==> src/rtl/adder_multicycle_if.sv <==
// Operand/result stream bundle for adder_multicycle: val/rdy handshake on both sides.
// master drives operands and result-ready; slave is the adder.
interface adder_multicycle_if #(
    parameter int unsigned p_nbits = 32
);
    logic               istream_val;
    logic               istream_rdy;
    logic [p_nbits-1:0] istream_a;
    logic [p_nbits-1:0] istream_b;
    logic               istream_cin;
    logic               ostream_val;
    logic               ostream_rdy;
    logic [p_nbits-1:0] ostream_sum;
    logic               ostream_cout;

    modport master (
        output istream_val, istream_a, istream_b, istream_cin, ostream_rdy,
        input  istream_rdy, ostream_val, ostream_sum, ostream_cout
    );

    modport slave (
        input  istream_val, istream_a, istream_b, istream_cin, ostream_rdy,
        output istream_rdy, ostream_val, ostream_sum, ostream_cout
    );
endinterface

==> src/rtl/adder_multicycle.sv <==
// Iterative adder: a + b + cin computed p_nbits_per_cycle bits per cycle through
// one chunk adder and a registered carry, with val/rdy streams in and out.
module adder_multicycle #(
    parameter int unsigned p_nbits           = 32,
    parameter int unsigned p_nbits_per_cycle = 4
) (
    input logic               clk,
    input logic               reset,
    adder_multicycle_if.slave bus
);
    localparam int unsigned W  = (p_nbits_per_cycle == 0) ? 1 : p_nbits_per_cycle;
    localparam int unsigned N  = (p_nbits / W == 0) ? 1 : p_nbits / W;
    localparam int unsigned CW = (N > 1) ? $clog2(N) : 1;
    localparam logic [CW-1:0] LAST = CW'(N - 1);

    if (p_nbits < 1 || p_nbits_per_cycle < 1 || (p_nbits % W) != 0) begin : g_bad_cfg
        $error("adder_multicycle: p_nbits_per_cycle must be >= 1 and divide p_nbits");
    end

    typedef enum logic [1:0] {
        IDLE,
        CALC,
        DONE
    } state_t;

    state_t             state_q, state_d;
    logic [CW-1:0]      cnt_q, cnt_d;
    logic [p_nbits-1:0] a_q, a_d;
    logic [p_nbits-1:0] b_q, b_d;
    logic [p_nbits-1:0] sum_q, sum_d;
    logic               carry_q, carry_d;
    logic [W:0]         chunk;

    always_ff @(posedge clk or posedge reset) begin
        if (reset) begin
            state_q <= IDLE;
            cnt_q   <= '0;
            a_q     <= '0;
            b_q     <= '0;
            sum_q   <= '0;
            carry_q <= 1'b0;
        end else begin
            state_q <= state_d;
            cnt_q   <= cnt_d;
            a_q     <= a_d;
            b_q     <= b_d;
            sum_q   <= sum_d;
            carry_q <= carry_d;
        end
    end

    always_comb begin
        state_d = state_q;
        cnt_d   = cnt_q;
        a_d     = a_q;
        b_d     = b_q;
        sum_d   = sum_q;
        carry_d = carry_q;
        chunk   = {1'b0, a_q[W-1:0]} + {1'b0, b_q[W-1:0]} + {{W{1'b0}}, carry_q};

        unique case (state_q)
            IDLE: begin
                if (bus.istream_val) begin
                    a_d     = bus.istream_a;
                    b_d     = bus.istream_b;
                    carry_d = bus.istream_cin;
                    cnt_d   = '0;
                    state_d = CALC;
                end
            end
            CALC: begin
                // Each chunk enters at the MSB end so the first chunk ends up at bit 0.
                sum_d   = (sum_q >> W) | (p_nbits'(chunk[W-1:0]) << (p_nbits - W));
                carry_d = chunk[W];
                a_d     = a_q >> W;
                b_d     = b_q >> W;
                cnt_d   = cnt_q + CW'(1);
                if (cnt_q == LAST) begin
                    state_d = DONE;
                end
            end
            DONE: begin
                if (bus.ostream_rdy) begin
                    state_d = IDLE;
                end
            end
            default: state_d = IDLE;
        endcase
    end

    assign bus.istream_rdy  = (state_q == IDLE) && !reset;
    assign bus.ostream_val  = (state_q == DONE);
    assign bus.ostream_sum  = sum_q;
    assign bus.ostream_cout = carry_q;
endmodule
==> src/flat_wrapper.sv <==
// flat-port wrapper written by rule: the top's interface ports become plain ports
module adder_multicycle_flat 
#(
    parameter int unsigned p_nbits           = 32,
    parameter int unsigned p_nbits_per_cycle = 4
)
  (clk, reset, bus_istream_val, bus_istream_a, bus_istream_b, bus_istream_cin, bus_ostream_rdy, bus_istream_rdy, bus_ostream_val, bus_ostream_sum, bus_ostream_cout);
  adder_multicycle_if #(.p_nbits(p_nbits)) bus_i ();
  input logic clk;
  input logic reset;
  input wire logic [$bits(bus_i.istream_val)-1:0] bus_istream_val;
  input wire logic [$bits(bus_i.istream_a)-1:0] bus_istream_a;
  input wire logic [$bits(bus_i.istream_b)-1:0] bus_istream_b;
  input wire logic [$bits(bus_i.istream_cin)-1:0] bus_istream_cin;
  input wire logic [$bits(bus_i.ostream_rdy)-1:0] bus_ostream_rdy;
  output wire logic [$bits(bus_i.istream_rdy)-1:0] bus_istream_rdy;
  output wire logic [$bits(bus_i.ostream_val)-1:0] bus_ostream_val;
  output wire logic [$bits(bus_i.ostream_sum)-1:0] bus_ostream_sum;
  output wire logic [$bits(bus_i.ostream_cout)-1:0] bus_ostream_cout;
  assign bus_i.istream_val = bus_istream_val;
  assign bus_i.istream_a = bus_istream_a;
  assign bus_i.istream_b = bus_istream_b;
  assign bus_i.istream_cin = bus_istream_cin;
  assign bus_i.ostream_rdy = bus_ostream_rdy;
  assign bus_istream_rdy = bus_i.istream_rdy;
  assign bus_ostream_val = bus_i.ostream_val;
  assign bus_ostream_sum = bus_i.ostream_sum;
  assign bus_ostream_cout = bus_i.ostream_cout;
  adder_multicycle #(.p_nbits(p_nbits), .p_nbits_per_cycle(p_nbits_per_cycle)) u_core (.clk(clk), .reset(reset), .bus(bus_i));
endmodule
==> config.mk <==
export PLATFORM = sky130hd
export DESIGN_NAME = adder_multicycle_flat
export DESIGN_NICKNAME = d
export VERILOG_FILES = /design/src/rtl/adder_multicycle_if.sv /design/src/rtl/adder_multicycle.sv /design/src/flat_wrapper.sv
export SDC_FILE = /design/constraint.sdc
export NUM_CORES = 1
export LEC_CHECK = 0
export CAP_MARGIN = 0
export CORE_MARGIN = 5
export CORE_UTILIZATION = 45
export DETAILED_ROUTE_END_ITERATION = 10
export GPL_TIMING_DRIVEN = 0
export PLACE_DENSITY = 0.84
export SETUP_SLACK_MARGIN = 0.3
export SLEW_MARGIN = 0
export SYNTH_ARGS = -nofsm -noshare
export SYNTH_HDL_FRONTEND = slang
export SYNTH_SLANG_ARGS = --single-unit
==> constraint.sdc <==
create_clock -name clk -period 3.7 [get_ports clk]
set_input_delay 0.555 -clock clk [delete_from_list [all_inputs] [get_ports clk]]
set_output_delay 0.555 -clock clk [all_outputs]
set_load 0.02 [all_outputs]
==> out/metrics.cfg <==
[power_and_ir_drop]
fin_total_pwr_mw=4.81
p_leak_nw=2.79
seqPwrFrac_pct=39.2
clkPwrFrac_pct=15.1
p_sw_mw=1.90
p_int_mw=2.92
switching_share_pct=39.5
p_comb_share_pct=45.6
ir_drop_mv=0.368
power_density_nw_per_um2=791

[cts]
ctsRootBufferMaster=clkbuf_8
clock_latency_ns=0.38
cts_resized=0
cts_tree=yes
htreeDepth=3
cts_sinks=102
cts_buffer_depth=2
post_cts_buffers=0
numCtsBuffers=9
clk_pin_slew_ns=0.09
cts_hold_repair.buffers=0

[floorplanning]
die_y_microns=112
die_width_microns=112
ios=104
die-area_sq_um=12500
num_rows=37
coreArea_sq_um=10200
initial_core_util_pct=45.6

[sta]
fin_worst_skew_ns=0.0115
holdWs_ns=0.484
timing.final.crit_share_pct=76.6
hold_viol_final=0
setup_tns_ns=0
finalCriticalPeriod_ns=2.83
rsz0062_at_grt=no
slew_headroom_pct=55.6
fin_ws_ns=0.867
setup_viol=0
tightest_slew_ns=0.666
max_freq_mhz=353
slew_viol_final=0

[cells_and_area]
fin_util_pct=59.5
seq_area_sq_um=2550
fin_area_sq_um=6090
final_cells=735
drive_gt1_share_pct=7.18
area_delta_synth_final_pct=30.6
layout_commonest_cell=nand2_1
final_cell_mix=149 x nand2_1, 102 x clkdlybuf4s50_1, 102 x dfrtp_1
nFillCells=895
multi_input_area_sq_um=1900
diodes=0
final_nets=670

[synthesis]
synthCells=480
syn-num-nets=556
avgSynthCellArea_sq_um=9.72
yosys-top-cells-area=dfrtp_1 55%, nand2_1 12%, mux2i_1 8.4%, o21ai_1 4.7%, and3b_1 3.4%
seq_area_frac_synth_pct=54.7
ys_seq_elements=102
yosysWarnings=0
synth_area_leader_cell=dfrtp_1
synth_top_area_share_pct=54.7
ys_types=31
syn_area_sq_um=4660

[setup_path]
path_class=reg2out
crit_start=u_core.state_q[1]$_DFFE_PP0P_
required_ns=3.14
startpoint_type=register
ff2ff_setup_slack_ns=1.87
cp_max_fo=10
rr_startpoint=u_core.bus.ostream_cout$_DFFE_PP0P_
cp.arrival_ns=2.28
reg2reg_to=u_core.bus.ostream_cout$_DFFE_PP0P_
reg2reg_depth=6
end_kind=primary output
crit_end=bus_istream_rdy

[grt]
track_usage_pct=18.1
grt_overflow=0
grt_pass1_vias=3860
grt_pass1_wl_mm=18.7
antenna_found_initial=0
grt_start_max_net_pins=53

[route]
final_antenna_net_count=0
firstDrtPassIters=4
wl_mm=11.1
drc_errors=0
drt_iter0_markers=201
wl_per_cell_microns=15.1
vias=3751
viasPerCell=5.10

[min_path]
hold_path_class=reg2reg

[placed_design]
place_ws_ns=1.30
numPortBuffers=102
dp_cells=719
detailed_place_hpwl_mm=8.34
gp_congestion=0.819
dpl_cell_area_sq_um=5880

[status]
outcome=finished, final reports clean

[flow_run]
maxCapViolCount=0

worst min path at each step:
stage	cells after the start	from	end	slack [ns]
global placement	2	u_core.bus.ostream_sum[1]$_DFFE_PP0N_	u_core.bus.ostream_sum[1]$_DFFE_PP0N_	0.46
floorplan	2	u_core.b_q[10]$_DFFE_PP0P_	u_core.b_q[10]$_DFFE_PP0P_	0.45
global route	2	u_core.bus.ostream_sum[1]$_DFFE_PP0N_	u_core.bus.ostream_sum[1]$_DFFE_PP0N_	0.51
CTS	2	u_core.bus.ostream_sum[1]$_DFFE_PP0N_	u_core.bus.ostream_sum[1]$_DFFE_PP0N_	0.49
finish	2	u_core.bus.ostream_sum[0]$_DFFE_PP0N_	u_core.bus.ostream_sum[0]$_DFFE_PP0N_	0.48
detailed placement	2	u_core.bus.ostream_sum[1]$_DFFE_PP0N_	u_core.bus.ostream_sum[1]$_DFFE_PP0N_	0.46
routing by layer:
metal | global-route usage, % | up-vias | wire [microns]
met5 | 0 | - | 0
met4 | 5.52 | 0 | 177
met3 | 4.46 | 17 | 762
met2 | 29.9 | 119 | 5290
met1 | 23.7 | 1787 | 4880
li1 | - | 1828 | -
kinds of logic after synthesis:
| group | count (synthesis) | share of synthesized area [%] |
|---|---|---|
| AO/OA/AOI/OAI | 100 | 11.4 |
| XOR/XNOR | 1 | 0.188 |
| flip-flops | 102 | 54.7 |
| buffers and inverters | 43 | 4.61 |
| AND/OR/NAND/NOR | 188 | 18.5 |
| multiplexers | 39 | 8.37 |
| adder cells (fa/ha/maj) | 7 | 2.20 |
synthesized netlist by cell type:
cell type,count
xor2_1,1
buf_8,1
clkbuf_1,10
o2111ai_1,1
o31a_1,1
or4_1,1
o21ai_1,44
and3b_1,18
buf_4,3
ha_1,5
fa_1,2
mux2i_1,39
a221oi_1,1
a22o_1,5
nor3b_2,1
buf_2,17
nor4bb_1,2
nor4b_1,1
inv_1,9
nand2_1,149
nor2b_1,9
nor2_1,1
clkbuf_2,2
nand3_1,1
buf_6,1
a21oi_1,25
nor3_1,1
o21bai_1,1
nand2b_1,4
dfrtp_1,102
o21ai_0,22
worst max-delay path: stages, from the launching register on:
cell and delay (ns):
dfrtp_1 0.47, clkbuf_1 0.29, buf_2 0.27, nor3_1 0.24
clkdlybuf4s50_1 0.64
power groups by stage:
stage          logic [mW]  registers, mW  clock network (mW)
2_1_floorplan        1.27           2.04                   0
3_3_place_gp         2.11           1.89                   0
4_1_cts              2.22           1.89               0.741
6_report             2.20           1.89               0.729
3_5_place_dp         2.21           1.91                   0
5_1_grt              2.43           1.95               0.793
area by class of cell:
class                      instances  share of cell area (%)
multi-input combinational        335                    31.1
buffer                            34                    2.98
tap                              136                    2.79
clock inverter                     6                    1.11
clock buffer                      10                    2.26
inverter                           9                   0.596
timing repair buffer             103                    17.2
sequential                       102                    41.9
sequential cells by signal (all words and copies together) (netlist names):
register,count
u_core.a_q,32
u_core.b_q,32
u_core.bus.ostream_sum,32
u_core.cnt_q,3
u_core.state_q,2
u_core.bus.ostream_cout,1
Power figures use the tool's default switching activity.
==> edit 1: new RTL, same flow settings <==
`p_nbits_per_cycle` is set to 4 in 2 places; all go to 8.
--- a/src/rtl/adder_multicycle.sv
+++ b/src/rtl/adder_multicycle.sv
@@ -4,3 +4,3 @@
     parameter int unsigned p_nbits           = 32,
-    parameter int unsigned p_nbits_per_cycle = 4
+    parameter int unsigned p_nbits_per_cycle = 8
 ) (
--- a/src/flat_wrapper.sv
+++ b/src/flat_wrapper.sv
@@ -4,3 +4,3 @@
     parameter int unsigned p_nbits           = 32,
-    parameter int unsigned p_nbits_per_cycle = 4
+    parameter int unsigned p_nbits_per_cycle = 8
 )
Function: changed (Yosys sat finds a counterexample within 4 cycles, from zero or initial values and one cycle with reset high).
==> edit 1 against the original RTL <==
Final cell count is 3.5% higher. Non-clock buffer count is 6 higher. Worst setup slack worse by 0.019 ns. Wire length is 17% higher. Clock skew hardly changed. Sequential cell count is 1 lower. Synthesized cell count is 4.4% higher. Utilization is 0.56 points lower. Design area is 3.6% higher. Area after synthesis is 4.3% higher. Power is 8.7% higher. Critical endpoint unchanged. Largest cell class unchanged. Highest routed layer unchanged.
==> edit 1: results (changes against the original RTL) <==
** Cells and area
- Fin nets :: 695 (+3.7%)
- The layout filler cell count was 896 (+0.11%).
- The clock buffer instance count of the final layout came to 12 (+2).
- The flip-flop and latch count came to 101 (-0.98%).
- Number of non-clock inverters in the layout :: 8 (-1)
- The sequential cell area in the final layout was 0.00253 sq mm (-0.98%).
- The non-clock buffer contribution to total cell area was 0.199 (-0.00261).

** Synthesis
- Share of the synthesized netlist area taken by xor and xnor gates :: 0.00180 (-0.0000768)
- Top area cells in the synthesized netlist :: sky130_fd_sc_hd__dfrtp_1 (52%), sky130_fd_sc_hd__nand2_1 (7.3%), sky130_fd_sc_hd__a21oi_1 (5.5%)
- Proportion of synthesized chip area in sequential cells :: 0.520 (-0.0275)
- Synthesized-area fraction occupied by adder cells :: 0.0288 (+0.00682)
- Distinct cells, synth :: 47 (+52%)
- Post-synth top area share :: 0.520 (-0.0275)
- The number of nets produced by synthesis was 580 (+4.3%).
- Multiplexer share of the synthesized area :: 0 (-0.0837)

** Global routing
- The global-route wire length before repair was 21.8 mm (+17%).
- Pin count of the biggest net entering global routing :: 70 (+32%)
- Overall track demand over capacity in global routing :: 0.209 (+0.0279)
- The number of global-route vias before repair was 4422 (+15%).

** Drt
- Routed WL :: 13.0 mm (+17%)
- Detailed-route via count :: 4253 (+13%)
- DR iter-0 viols :: 262 (+30%)

** Setup path
- The length in cells of the worst reg-to-reg path was 7 (+1).
- Worst path arrival time :: 2.30 ns (+0.02 ns)
- Reg-to-reg slack, setup :: 1.49 ns (-0.38 ns)

** Min path
- The path with the worst hold slack has its endpoint at u_core.bus.ostream_sum[0].
- Hold_sp :: u_core.bus.ostream_sum[0]

** STA
- The measured slew at the worst slew-check pin is 0.571 ns (-0.0941 ns).
- Clock tree skew after final layout :: 0.0119 ns (+0.000419 ns)

** Placed design
- Worst-case setup slack after placement :: 1.26 ns (-0.0398 ns)
- The count of buffers from port buffering came to 103 (+0.98%).

** Power
- The part of the total power dissipated in the clock network is 0.142 (-0.009).
- The proportion of total power due to net switching came to 0.420 (+0.0252).
- Peak supply drop :: 369 uV (+0.28%)

** Run status
- The flow ran to the end, and the final reports show no timing, DRC or antenna violations.
## edit 1: changes by cell type in the layout (fill, tap and decap cells not counted), sizes merged, moves of 3 or more
| cell | before | now |
|---|---|---|
| nand2 | 149 | 95 |
| mux2i | 39 | 0 |
| a22oi | 0 | 32 |
| a21oi | 25 | 53 |
| nor2b | 9 | 36 |
| a22o | 5 | 18 |
| o21ai | 66 | 54 |
| clkbuf | 22 | 32 |
| a211oi | 0 | 5 |
| buf | 23 | 20 |
| ha | 5 | 8 |
## edit 1: worst min-delay path: stages, from the launching register on
cell and delay (ns):
sky130_fd_sc_hd__dfrtp_1 0.35, sky130_fd_sc_hd__nand2_1 0.05, sky130_fd_sc_hd__nand2_1 0.06
## edit 1: layer usage
layer,share of wire,global-route usage,vias up
li1,-,-,1990
met1,0.43,0.273,2057
met2,0.48,0.347,178
met3,0.064,0.0318,28
met4,0.029,0.0895,0
met5,0,0,-
## edit 1: how the worst max path moves through the flow
stage | slack (ns) | endpoint | depth (start not counted) | start
4_1_cts | 0.84 | bus_istream_rdy | 5 | u_core.state_q[0]
3_5_place_dp | 1.26 | bus_istream_rdy | 5 | u_core.state_q[0]
6_report | 0.85 | bus_istream_rdy | 5 | u_core.state_q[0]
2_1_floorplan | 0.50 | u_core.a_q[0] | 1 | reset
5_1_grt | 0.72 | bus_istream_rdy | 5 | u_core.state_q[0]
3_3_place_gp | -0.91 | u_core.bus.ostream_sum[2] | 2 | reset
## edit 1: per-stage QoR
stage | cells | hold slack, ns | instance area [sq um] | TNS, ns
floorplan | 501 | 0.450 | 4860 | 0
global placement | 744 | 0.458 | 6070 | -91.85
detailed placement | 745 | 0.462 | 6100 | 0
CTS | 761 | 0.486 | 6310 | 0
global route | 761 | 0.514 | 6310 | 0
finish | 761 | 0.480 | 6310 | 0
==> edit 2: new RTL, same settings <==
Without the edit above. Encoding of `state_t`: now one-hot (3 bits for 3 states).
--- a/src/rtl/adder_multicycle.sv
+++ b/src/rtl/adder_multicycle.sv
@@ -19,6 +19,6 @@
 
-    typedef enum logic [1:0] {
-        IDLE,
-        CALC,
-        DONE
+    typedef enum logic [2:0] {
+        IDLE = 3'b001,
+        CALC = 3'b010,
+        DONE = 3'b100
     } state_t;
Behaviour: same outputs for any inputs over 10 cycles, from zero or initial values and one cycle with reset high; not proved beyond that.
==> edit 2 against the original RTL <==
Critical path depth decreased by 1. Sequential cell count is 1 higher. Area after synthesis shrank 2.6%. Clock skew barely moved. Power down 2.2%. Design area is 2.3% lower. Largest cell class unchanged. Wire length grew 5.0%. Worst setup slack improved by 0.14 ns.
==> edit 2: results (changes against the original RTL) <==
** Setup path
- The worst register-to-register path ends at u_core.b_q[11].
- Worst setup path start :: reset
- The worst setup slack for register-to-register paths is 1.79 ns (-0.08 ns).
- The setup path with the least slack is of type in -> out.
- Source of the worst register-to-register timing path :: u_core.state_q[0]
- The biggest fanout along the worst timing path came to 2 (-8).

** Min path
- Min-Delay Endpoint :: u_core.bus.ostream_sum[2]
- The depth of the worst hold-timing path came to 2 (unchanged).
- Hold_sp :: u_core.bus.ostream_sum[2]

** Synthesis
- The number of different library cells in the post-synthesis netlist came to 30 (-3.2%).
- Proportion of synthesized chip area in sequential cells :: 0.568 (+0.0203)
- Net count after synthesis :: 599 (+7.7%)
- The average cell area after synthesis came to 8.69 sq um (-11%).
- In the post-synthesis netlist, the biggest area contributors are sky130_fd_sc_hd__dfrtp_1 (56%), sky130_fd_sc_hd__nand2_1 (18%), sky130_fd_sc_hd__a31oi_1 (8.0%).
- Top post-synthesis cells by count :: sky130_fd_sc_hd__nand2_1 (218), sky130_fd_sc_hd__dfrtp_1 (102), sky130_fd_sc_hd__nor2_1 (59)

** Cells and area
- Post-route insts no fill :: 776 (+5.6%)
- The number of nets in the finished design was 714 (+6.6%).
- Area added between synthesis and finish :: 30.9%
- The ratio of cells with drive above 1 in the final layout is 0.0560 (-0.0158).
- Number of fill cells in the layout :: 893 (-0.22%)

** Drt
- The total length of routed wires is 11.7 mm (+5.0%).
- Detailed-route via count :: 4044 (+7.8%)
- The violation count after the first detailed-route iteration came to 264 (+31%).
- Drt pass-1 iters :: 5 (+1)

** CTS
- Worst skew pair latency :: 0.36 ns (-0.02 ns)

** Global routing
- Overall track demand over capacity in global routing :: 0.194 (+0.0130)
- Wire length of the first global-routing pass :: 20.0 mm (+7.0%)
- The number of global-route vias before repair came to 4086 (+5.9%).

** STA
- The part of the cycle the worst path needs came to 0.728 (-0.0375).
- Slew at the pin closest to its max-slew limit :: 0.680 ns (+0.0146 ns)
- Clock tree skew after final layout :: 0.0115 ns (+0.0000241 ns)

** Placed design
- The post-placement worst setup slack is 1.08 ns (-0.227 ns).
- The total half-perimeter wirelength after legalization and detailed placement came to 8.64 mm (+3.6%).
- The routability-driven placement congestion ratio is 0.841 (+2.7%).
- The cell total after placement was 760 (+5.7%).
- The count of buffers from port buffering was 103 (+0.98%).
- The total placed instance area is 0.00577 sq mm (-1.9%).

** Run status
- Result of the run :: finished, final reports clean

** Power
- Power spent charging and discharging nets :: 0.00188 W (-0.82%)
- The largest voltage drop on the vdd net is 353 uV (-4.1%).
- Leakage component of the power :: 2.75 nW (-1.4%)
edit 2: changes by cell type after synthesis, moves of 16 or more:
cell                      delta
sky130_fd_sc_hd__nor2_1     +58
sky130_fd_sc_hd__mux2i_1    -39
sky130_fd_sc_hd__a31oi_1    +58
sky130_fd_sc_hd__and3b_1    -18
sky130_fd_sc_hd__a21oi_1    -16
sky130_fd_sc_hd__o21ai_1    -44
sky130_fd_sc_hd__o21ai_0    -16
sky130_fd_sc_hd__nand2_1    +69
edit 2: metal layers:
metal / vias to the layer above / global-route usage / wire length, microns
li1: 1938 / - / -
met1: 1942 / 0.266 / 5130
met2: 145 / 0.316 / 5720
met3: 19 / 0.0421 / 641
met4: 0 / 0.0484 / 182
met5: - / 0 / 0
edit 2: cell families after synthesis:
logic type	share of synthesized area
xor+xnor	0.00193
compound gates	0.106
fa+ha+maj	0.0226
flops	0.568
buf+inv	0.0515
simple gates	0.251
edit 2: critical path: stages:
cell,delay [ns]
sky130_fd_sc_hd__clkdlybuf4s50_1,0.48
sky130_fd_sc_hd__nor4b_1,0.42
sky130_fd_sc_hd__clkdlybuf4s50_1,0.69
edit 2: power groups by stage:
| stage | Clock, W | Combinational, W | Sequential (W) |
|---|---|---|---|
| global route | 0.000700 | 0.00230 | 0.00207 |
| global placement | 0 | 0.00197 | 0.00199 |
| detailed placement | 0 | 0.00207 | 0.00202 |
| CTS | 0.000656 | 0.00208 | 0.00199 |
| finish | 0.000639 | 0.00207 | 0.00200 |
| floorplan | 0 | 0.00116 | 0.00211 |
edit 2: layout make-up:
type	instances	share of cell area
Inverter	7	0.00484
Sequential cell	103	0.434
Clock inverter	4	0.00526
Tap cell	133	0.0280
Timing Repair Buffer	104	0.178
Multi-Input combinational cell	376	0.291
Buffer	37	0.0349
Clock buffer	12	0.0244
